[src/rtl/sseg_capture_if.sv]
// Seven-segment readback bus: the sampled display lines plus the reconstructed digit outputs.
interface sseg_capture_if #(
    parameter int unsigned NDIG = 4
);
    logic [6:0]        SSeg;
    logic [NDIG-1:0]   an;
    logic [4*NDIG-1:0] bcd;
    logic [NDIG-1:0]   dig_valid;
    logic [NDIG-1:0]   dig_err;
    logic              upd;
    logic [2:0]        upd_idx;

    // The display side drives segments and select; it observes the captured digits.
    modport master (
        output SSeg,
        output an,
        input  bcd,
        input  dig_valid,
        input  dig_err,
        input  upd,
        input  upd_idx
    );

    // The capture block samples segments and select; it produces the captured digits.
    modport slave (
        input  SSeg,
        input  an,
        output bcd,
        output dig_valid,
        output dig_err,
        output upd,
        output upd_idx
    );
endinterface

[src/rtl/sseg_capture.sv]
// Seven-segment readback decoder: filters each (select, segment) dwell for stability,
// decodes the pattern of the selected digit and records it with valid/error flags.
module sseg_capture #(
    parameter int unsigned NDIG   = 4,
    parameter int unsigned STABLE = 3
) (
    input  logic          clk,
    input  logic          rst,
    sseg_capture_if.slave bus
);

    localparam int unsigned CNT_W = 4;
    localparam int unsigned IDX_W = 3;
    localparam int unsigned BCD_W = 4 * NDIG;

    typedef enum logic [1:0] {
        ST_IDLE  = 2'd0,
        ST_TRACK = 2'd1,
        ST_HELD  = 2'd2
    } state_e;

    typedef enum logic [1:0] {
        PAT_DIGIT   = 2'd0,
        PAT_BLANK   = 2'd1,
        PAT_ILLEGAL = 2'd2
    } pat_e;

    state_e             state_q, state_d;
    logic [CNT_W-1:0]   cnt_q, cnt_d;
    logic [NDIG-1:0]    prev_an_q;
    logic [6:0]         prev_seg_q;
    logic [BCD_W-1:0]   bcd_q, bcd_d;
    logic [NDIG-1:0]    dig_valid_q, dig_valid_d;
    logic [NDIG-1:0]    dig_err_q, dig_err_d;
    logic               upd_q, upd_d;
    logic [IDX_W-1:0]   upd_idx_q, upd_idx_d;

    logic               an_onehot;
    logic               pair_same;
    logic [IDX_W-1:0]   an_idx;
    pat_e               pat_kind;
    logic [3:0]         pat_val;
    logic               accept;
    state_e             restart_state;
    logic [CNT_W-1:0]   restart_cnt;

    // A select is only meaningful when exactly one digit line is high.
    assign an_onehot = (bus.an != '0) && ((bus.an & (bus.an - NDIG'(1))) == '0);
    assign pair_same = (bus.an == prev_an_q) && (bus.SSeg == prev_seg_q);

    // Position of the active select bit.
    always_comb begin
        an_idx = '0;
        for (int k = 0; k < NDIG; k++) begin
            if (bus.an[k]) begin
                an_idx = IDX_W'(k);
            end
        end
    end

    // Segment pattern to BCD, including the tailed/untailed 6, 7 and 9 variants.
    always_comb begin
        pat_kind = PAT_DIGIT;
        pat_val  = 4'h0;
        case (bus.SSeg)
            7'b1111110: pat_val = 4'd0;
            7'b0110000: pat_val = 4'd1;
            7'b1101101: pat_val = 4'd2;
            7'b1111001: pat_val = 4'd3;
            7'b0110011: pat_val = 4'd4;
            7'b1011011: pat_val = 4'd5;
            7'b1011111: pat_val = 4'd6;
            7'b0011111: pat_val = 4'd6;
            7'b1110000: pat_val = 4'd7;
            7'b1110010: pat_val = 4'd7;
            7'b1111111: pat_val = 4'd8;
            7'b1111011: pat_val = 4'd9;
            7'b1110011: pat_val = 4'd9;
            7'b0000000: pat_kind = PAT_BLANK;
            default:    pat_kind = PAT_ILLEGAL;
        endcase
    end

    // A changed pair starts a fresh dwell if it is one-hot, otherwise falls back to idle.
    always_comb begin
        if (an_onehot) begin
            restart_state = ST_TRACK;
            restart_cnt   = CNT_W'(1);
        end else begin
            restart_state = ST_IDLE;
            restart_cnt   = '0;
        end
    end

    // Dwell-tracking next state; accept fires once when the count reaches STABLE.
    always_comb begin
        state_d = state_q;
        cnt_d   = cnt_q;
        accept  = 1'b0;
        case (state_q)
            ST_IDLE: begin
                state_d = restart_state;
                cnt_d   = restart_cnt;
            end
            ST_TRACK: begin
                if (pair_same && an_onehot) begin
                    if (cnt_q != '1) begin
                        cnt_d = cnt_q + CNT_W'(1);
                    end
                    if ((cnt_q + CNT_W'(1)) == CNT_W'(STABLE)) begin
                        accept  = 1'b1;
                        state_d = ST_HELD;
                    end
                end else begin
                    state_d = restart_state;
                    cnt_d   = restart_cnt;
                end
            end
            ST_HELD: begin
                if (!pair_same) begin
                    state_d = restart_state;
                    cnt_d   = restart_cnt;
                end
            end
            default: begin
                state_d = ST_IDLE;
                cnt_d   = '0;
            end
        endcase
    end

    // Digit capture: only the selected digit's fields change on an accept.
    always_comb begin
        bcd_d       = bcd_q;
        dig_valid_d = dig_valid_q;
        dig_err_d   = dig_err_q;
        upd_d       = accept;
        upd_idx_d   = upd_idx_q;
        if (accept) begin
            upd_idx_d = an_idx;
        end
        for (int k = 0; k < NDIG; k++) begin
            if (accept && (an_idx == IDX_W'(k))) begin
                case (pat_kind)
                    PAT_DIGIT: begin
                        bcd_d[4*k +: 4] = pat_val;
                        dig_valid_d[k]  = 1'b1;
                        dig_err_d[k]    = 1'b0;
                    end
                    PAT_BLANK: begin
                        bcd_d[4*k +: 4] = 4'hF;
                        dig_valid_d[k]  = 1'b0;
                        dig_err_d[k]    = 1'b0;
                    end
                    default: begin
                        dig_valid_d[k]  = 1'b0;
                        dig_err_d[k]    = 1'b1;
                    end
                endcase
            end
        end
    end

    // State, history and output registers.
    always_ff @(posedge clk or posedge rst) begin
        if (rst) begin
            state_q     <= ST_IDLE;
            cnt_q       <= '0;
            prev_an_q   <= '0;
            prev_seg_q  <= '0;
            bcd_q       <= '1;
            dig_valid_q <= '0;
            dig_err_q   <= '0;
            upd_q       <= 1'b0;
            upd_idx_q   <= '0;
        end else begin
            state_q     <= state_d;
            cnt_q       <= cnt_d;
            prev_an_q   <= bus.an;
            prev_seg_q  <= bus.SSeg;
            bcd_q       <= bcd_d;
            dig_valid_q <= dig_valid_d;
            dig_err_q   <= dig_err_d;
            upd_q       <= upd_d;
            upd_idx_q   <= upd_idx_d;
        end
    end

    assign bus.bcd       = bcd_q;
    assign bus.dig_valid = dig_valid_q;
    assign bus.dig_err   = dig_err_q;
    assign bus.upd       = upd_q;
    assign bus.upd_idx   = upd_idx_q;

endmodule

[src/flat_wrapper.sv]
// flat-port wrapper written by rule: the top's interface ports become plain ports
module sseg_capture_flat 
#(
    parameter int unsigned NDIG   = 4,
    parameter int unsigned STABLE = 3
)
  (clk, rst, bus_SSeg, bus_an, bus_bcd, bus_dig_valid, bus_dig_err, bus_upd, bus_upd_idx);
  sseg_capture_if #(.NDIG(NDIG)) bus_i ();
  input  logic clk;
  input  logic rst;
  input wire logic [$bits(bus_i.SSeg)-1:0] bus_SSeg;
  input wire logic [$bits(bus_i.an)-1:0] bus_an;
  output wire logic [$bits(bus_i.bcd)-1:0] bus_bcd;
  output wire logic [$bits(bus_i.dig_valid)-1:0] bus_dig_valid;
  output wire logic [$bits(bus_i.dig_err)-1:0] bus_dig_err;
  output wire logic [$bits(bus_i.upd)-1:0] bus_upd;
  output wire logic [$bits(bus_i.upd_idx)-1:0] bus_upd_idx;
  assign bus_i.SSeg = bus_SSeg;
  assign bus_i.an = bus_an;
  assign bus_bcd = bus_i.bcd;
  assign bus_dig_valid = bus_i.dig_valid;
  assign bus_dig_err = bus_i.dig_err;
  assign bus_upd = bus_i.upd;
  assign bus_upd_idx = bus_i.upd_idx;
  sseg_capture #(.NDIG(NDIG), .STABLE(STABLE)) u_core (.clk(clk), .rst(rst), .bus(bus_i));
endmodule
[config.mk]
export PLATFORM = sky130hd
export DESIGN_NAME = sseg_capture_flat
export DESIGN_NICKNAME = d
export VERILOG_FILES = /design/src/rtl/sseg_capture_if.sv /design/src/rtl/sseg_capture.sv /design/src/flat_wrapper.sv
export SDC_FILE = /design/constraint.sdc
export NUM_CORES = 1
export LEC_CHECK = 0
export BUFFER_PORTS_ARGS = -buffer_cell sky130_fd_sc_hd__clkbuf_2
export CAP_MARGIN = 15
export CORE_ASPECT_RATIO = 0.7
export CORE_UTILIZATION = 56
export DETAILED_ROUTE_END_ITERATION = 6
export PLACE_DENSITY = 0.79
export RECOVER_POWER = 25
export SKIP_LAST_GASP = 1
export SLEW_MARGIN = 40
export SYNTH_ARGS = -nofsm -noshare
export SYNTH_HDL_FRONTEND = slang
export SYNTH_SLANG_ARGS = --single-unit
[constraint.sdc]
create_clock -name clk -period 3.25 [get_ports clk]
set_input_delay 0 -clock clk [delete_from_list [all_inputs] [get_ports clk]]
set_output_delay 0 -clock clk [all_outputs]
set_load 0.005 [all_outputs]
==> reports/metrics.cfg <==
[sta]
max_slew_margin_pct=24.91
finalSetupViolations=0
hold_viol_final=0
slew_viol_final=0
tightest_slew_ns=1.125
max_freq_mhz=389.0
min_period_over_period_pct=79.10
fin_worst_skew_ns=0.008584
final.min_clock_period_ns=2.571
finalSetupTns_ns=0
rsz0062_at_grt=false

[grt]
grt_start_max_net_pins=31
grt_pass1_vias=1826
grt_first_pass_wirelength_mm=8.907
grtUsageTotal_pct=25.78
globalRoute.totalOverflow=0
antenna_found_initial=0

[die]
rows=19
die_h_um=57.33
io_pins=41
dieArea_um2=4645
core-area_um2=4041
start_util_pct=60.59
die_w_um=81.04

[worst_setup_path]
reg2reg_depth=6
crit_start=bus_SSeg[6]
start_kind=input pin
r2r_start=u_core.cnt_q[0]
slowest_stage=nor4_1
cp_data_arrival_time_ns=2.80
crit_path_cell_trace=dlygate4sd3_1, clkbuf_1, xor2_1, nor4_1, nand3_1, a211oi_4, mux2_1
regToRegSetupSlack_ns=0.69
critPathCapture=u_core.bus.bcd[0]
reg2reg_to=u_core.bus.bcd[15]
crit_type=in2reg
max_stage_delay_ns=0.62
cp_max_fo=11
end_kind=flop
required_ns=3.48

[yosys]
ys_ff_latch=44
synth-edff-count=0
async_reset_ff_share_pct=100.0
syn_avg_cell_area_um2=10.93
yosys_most_used_dff=dfrtp_1
ys_warn_count=0
synth_fp_nets=239
synth_area_leaders=dfrtp_1 29%, dfstp_2 17%, mux2_2 4.6%
yosysTopAreaCell=dfrtp_1
yosysSeqAreaShare_pct=45.78
syn_area_um2=2449
synthDistinctLibCells=65
synth_top_cell_area_share_pct=28.62
syn_inst=224

[finish]
mostFrequentLayoutCells=28 x dfrtp_1, 25 x clkbuf_2, 16 x dfstp_2, 15 x inv_1, 15 x clkbuf_1
final_nets=285
fillers=307
final_common_cell=dfrtp_1
instances_no_fill=323
drive_above_1_share_pct=29.15
syn_to_final_growth_pct=17.37
diodes=0

[detailed_routing]
drt_first_pass_iters=4
drt-total-wl_mm=5.318
first_iter_violations=130
wl_per_cell_um=16.46
vias_per_cell=6.009
vias=1941
ant_nets=0
drc_errors=0

[power_and_ir_drop]
power.leakage_nw=1.300
peakVddDrop_v=0.0002722
cellPowerDensity_nw_per_um2=407.5
power.total_mw=1.171

[clocking]
clockBufferDepth=2
cts_made_buffers=5
clkTransAtPathRegs_ns=0.09
postCtsSetupBuffers=0
cts_num_sinks=44
cts_tree=yes
cts-root-buf=clkbuf_8
htreeDepth=2
clk_latency_ns=0.30

[place]
routabilityCongestion=0.7951
dp_hpwl_mm=3.721
dp.cells=304
port-buffer-count=39

[outcome]
status=finished, final reports clean

[worst_hold_path]
min_path_type=in2reg
min_path_cells=1

[run]
cap_violations=0

-- synthesized netlist by cell type (2+ instances only) --
| cell | n |
|---|---|
| a2111oi_0 | 4 |
| a211oi_4 | 2 |
| a21o_2 | 2 |
| a21oi_1 | 10 |
| a31oi_1 | 3 |
| and3_1 | 3 |
| and3b_2 | 2 |
| and4_1 | 2 |
| buf_2 | 9 |
| buf_4 | 2 |
| buf_6 | 2 |
| clkbuf_1 | 2 |
| dfrtp_1 | 28 |
| dfstp_2 | 16 |
| ha_1 | 2 |
| inv_1 | 15 |
| mux2_1 | 3 |
| mux2_2 | 10 |
| mux2_4 | 2 |
| mux2i_1 | 3 |
| nand2_1 | 8 |
| nand2b_1 | 2 |
| nand3_1 | 7 |
| nand4_1 | 4 |
| nand4b_1 | 2 |
| nor2_1 | 11 |
| nor2b_1 | 4 |
| nor3_1 | 2 |
| nor4_1 | 2 |
| nor4b_1 | 2 |
| o2111ai_1 | 2 |
| o211ai_1 | 2 |
| o21a_1 | 2 |
| o21ai_0 | 5 |
| o22a_1 | 3 |
| o31ai_1 | 2 |
| o32ai_1 | 3 |
| xor2_1 | 12 |
-- worst min path at each step --
stage                      startpoint               endpoint  slack [ns]
after detailed placement          rst  u_core.bus.upd_idx[1]        0.10
after CTS                 bus_SSeg[0]   u_core.prev_seg_q[0]        0.03
after global routing      bus_SSeg[0]   u_core.prev_seg_q[0]        0.19
after global placement      bus_an[0]    u_core.prev_an_q[0]        0.22
after floorplan             bus_an[0]    u_core.prev_an_q[0]        0.03
final                     bus_SSeg[0]   u_core.prev_seg_q[0]        0.15
-- critical path: cells and delay by family --
kind | cells | cell delay [ns]
AO/OA/AOI/OAI | 1 | 0.39
multiplexers | 1 | 0.36
XOR/XNOR | 1 | 0.12
AND/OR/NAND/NOR | 2 | 1.00
buffers and inverters | 2 | 0.92
-- layout make-up --
type                       count  area [µm²]  share of cell area (%)
tap                           52       65.06                   2.264
clock inverter                 2       60.06                   2.090
sequential                    44        1121                   39.01
inverter                      15       56.30                   1.959
multi-input combinational    150        1181                   41.10
clock buffer                   6       72.57                   2.525
timing repair buffer          54       317.8                   11.06
-- logic make-up after synthesis --
| group | Yosys count | synth area share (%) |
|---|---|---|
| DFF | 44 | 45.78 |
| AOI/OAI and AO/OA | 55 | 18.45 |
| muxes | 18 | 8.431 |
| and+or+nand+nor | 61 | 15.53 |
| buffers and inverters | 30 | 5.978 |
| other | 1 | 0.1531 |
| xor gates and xnor gates | 13 | 4.650 |
| adders and majority gates | 2 | 1.022 |
-- metal layers --
metal | part of all wire, % | vias to the layer above | track usage, % | wire length, µm
met1 | 50 | 961 | 39.73 | 2661
met3 | 5.7 | 4 | 5.440 | 303
met5 | 0 | - | 0 | 0
met4 | 0.83 | 0 | 6.888 | 44
met2 | 43 | 61 | 36.73 | 2307
li1 | - | 915 | - | -
-- where the power goes --
group	switching (mW)	internal (mW)
Combinational	0.0663	0.0389
Clock	0.194	0.307
Sequential	0.00680	0.557
-- per-stage QoR --
stage / worst slack (ns) / util [%] / hold WS (ns) / cell area, µm²
after global placement: 0.7977 / 65.36 / 0.2152 / 2641
after CTS: 0.7157 / 71.55 / 0.03089 / 2892
final: 0.6794 / 71.11 / 0.1529 / 2874
after detailed placement: 0.7416 / 65.54 / 0.1031 / 2649
after global routing: 0.4698 / 71.11 / 0.1910 / 2874
after floorplan: 0.9440 / - / 0.03143 / 2449
-- timing repair --
item	4_1_cts	5_1_grt
resized for setup	0	0
hold buffers	11	0
endpoints found under the hold margin	36	0
-- state kept, by name, indices dropped and copies added (netlist names) --
name / count
u_core.bus.upd_idx: 2
u_core.prev_seg_q: 7
u_core.cnt_q: 4
u_core.bus.upd: 1
u_core.bus.bcd: 16
u_core.state_q: 2
u_core.bus.dig_valid: 4
u_core.prev_an_q: 4
u_core.bus.dig_err: 4
(Power assumes the default switching activity.)
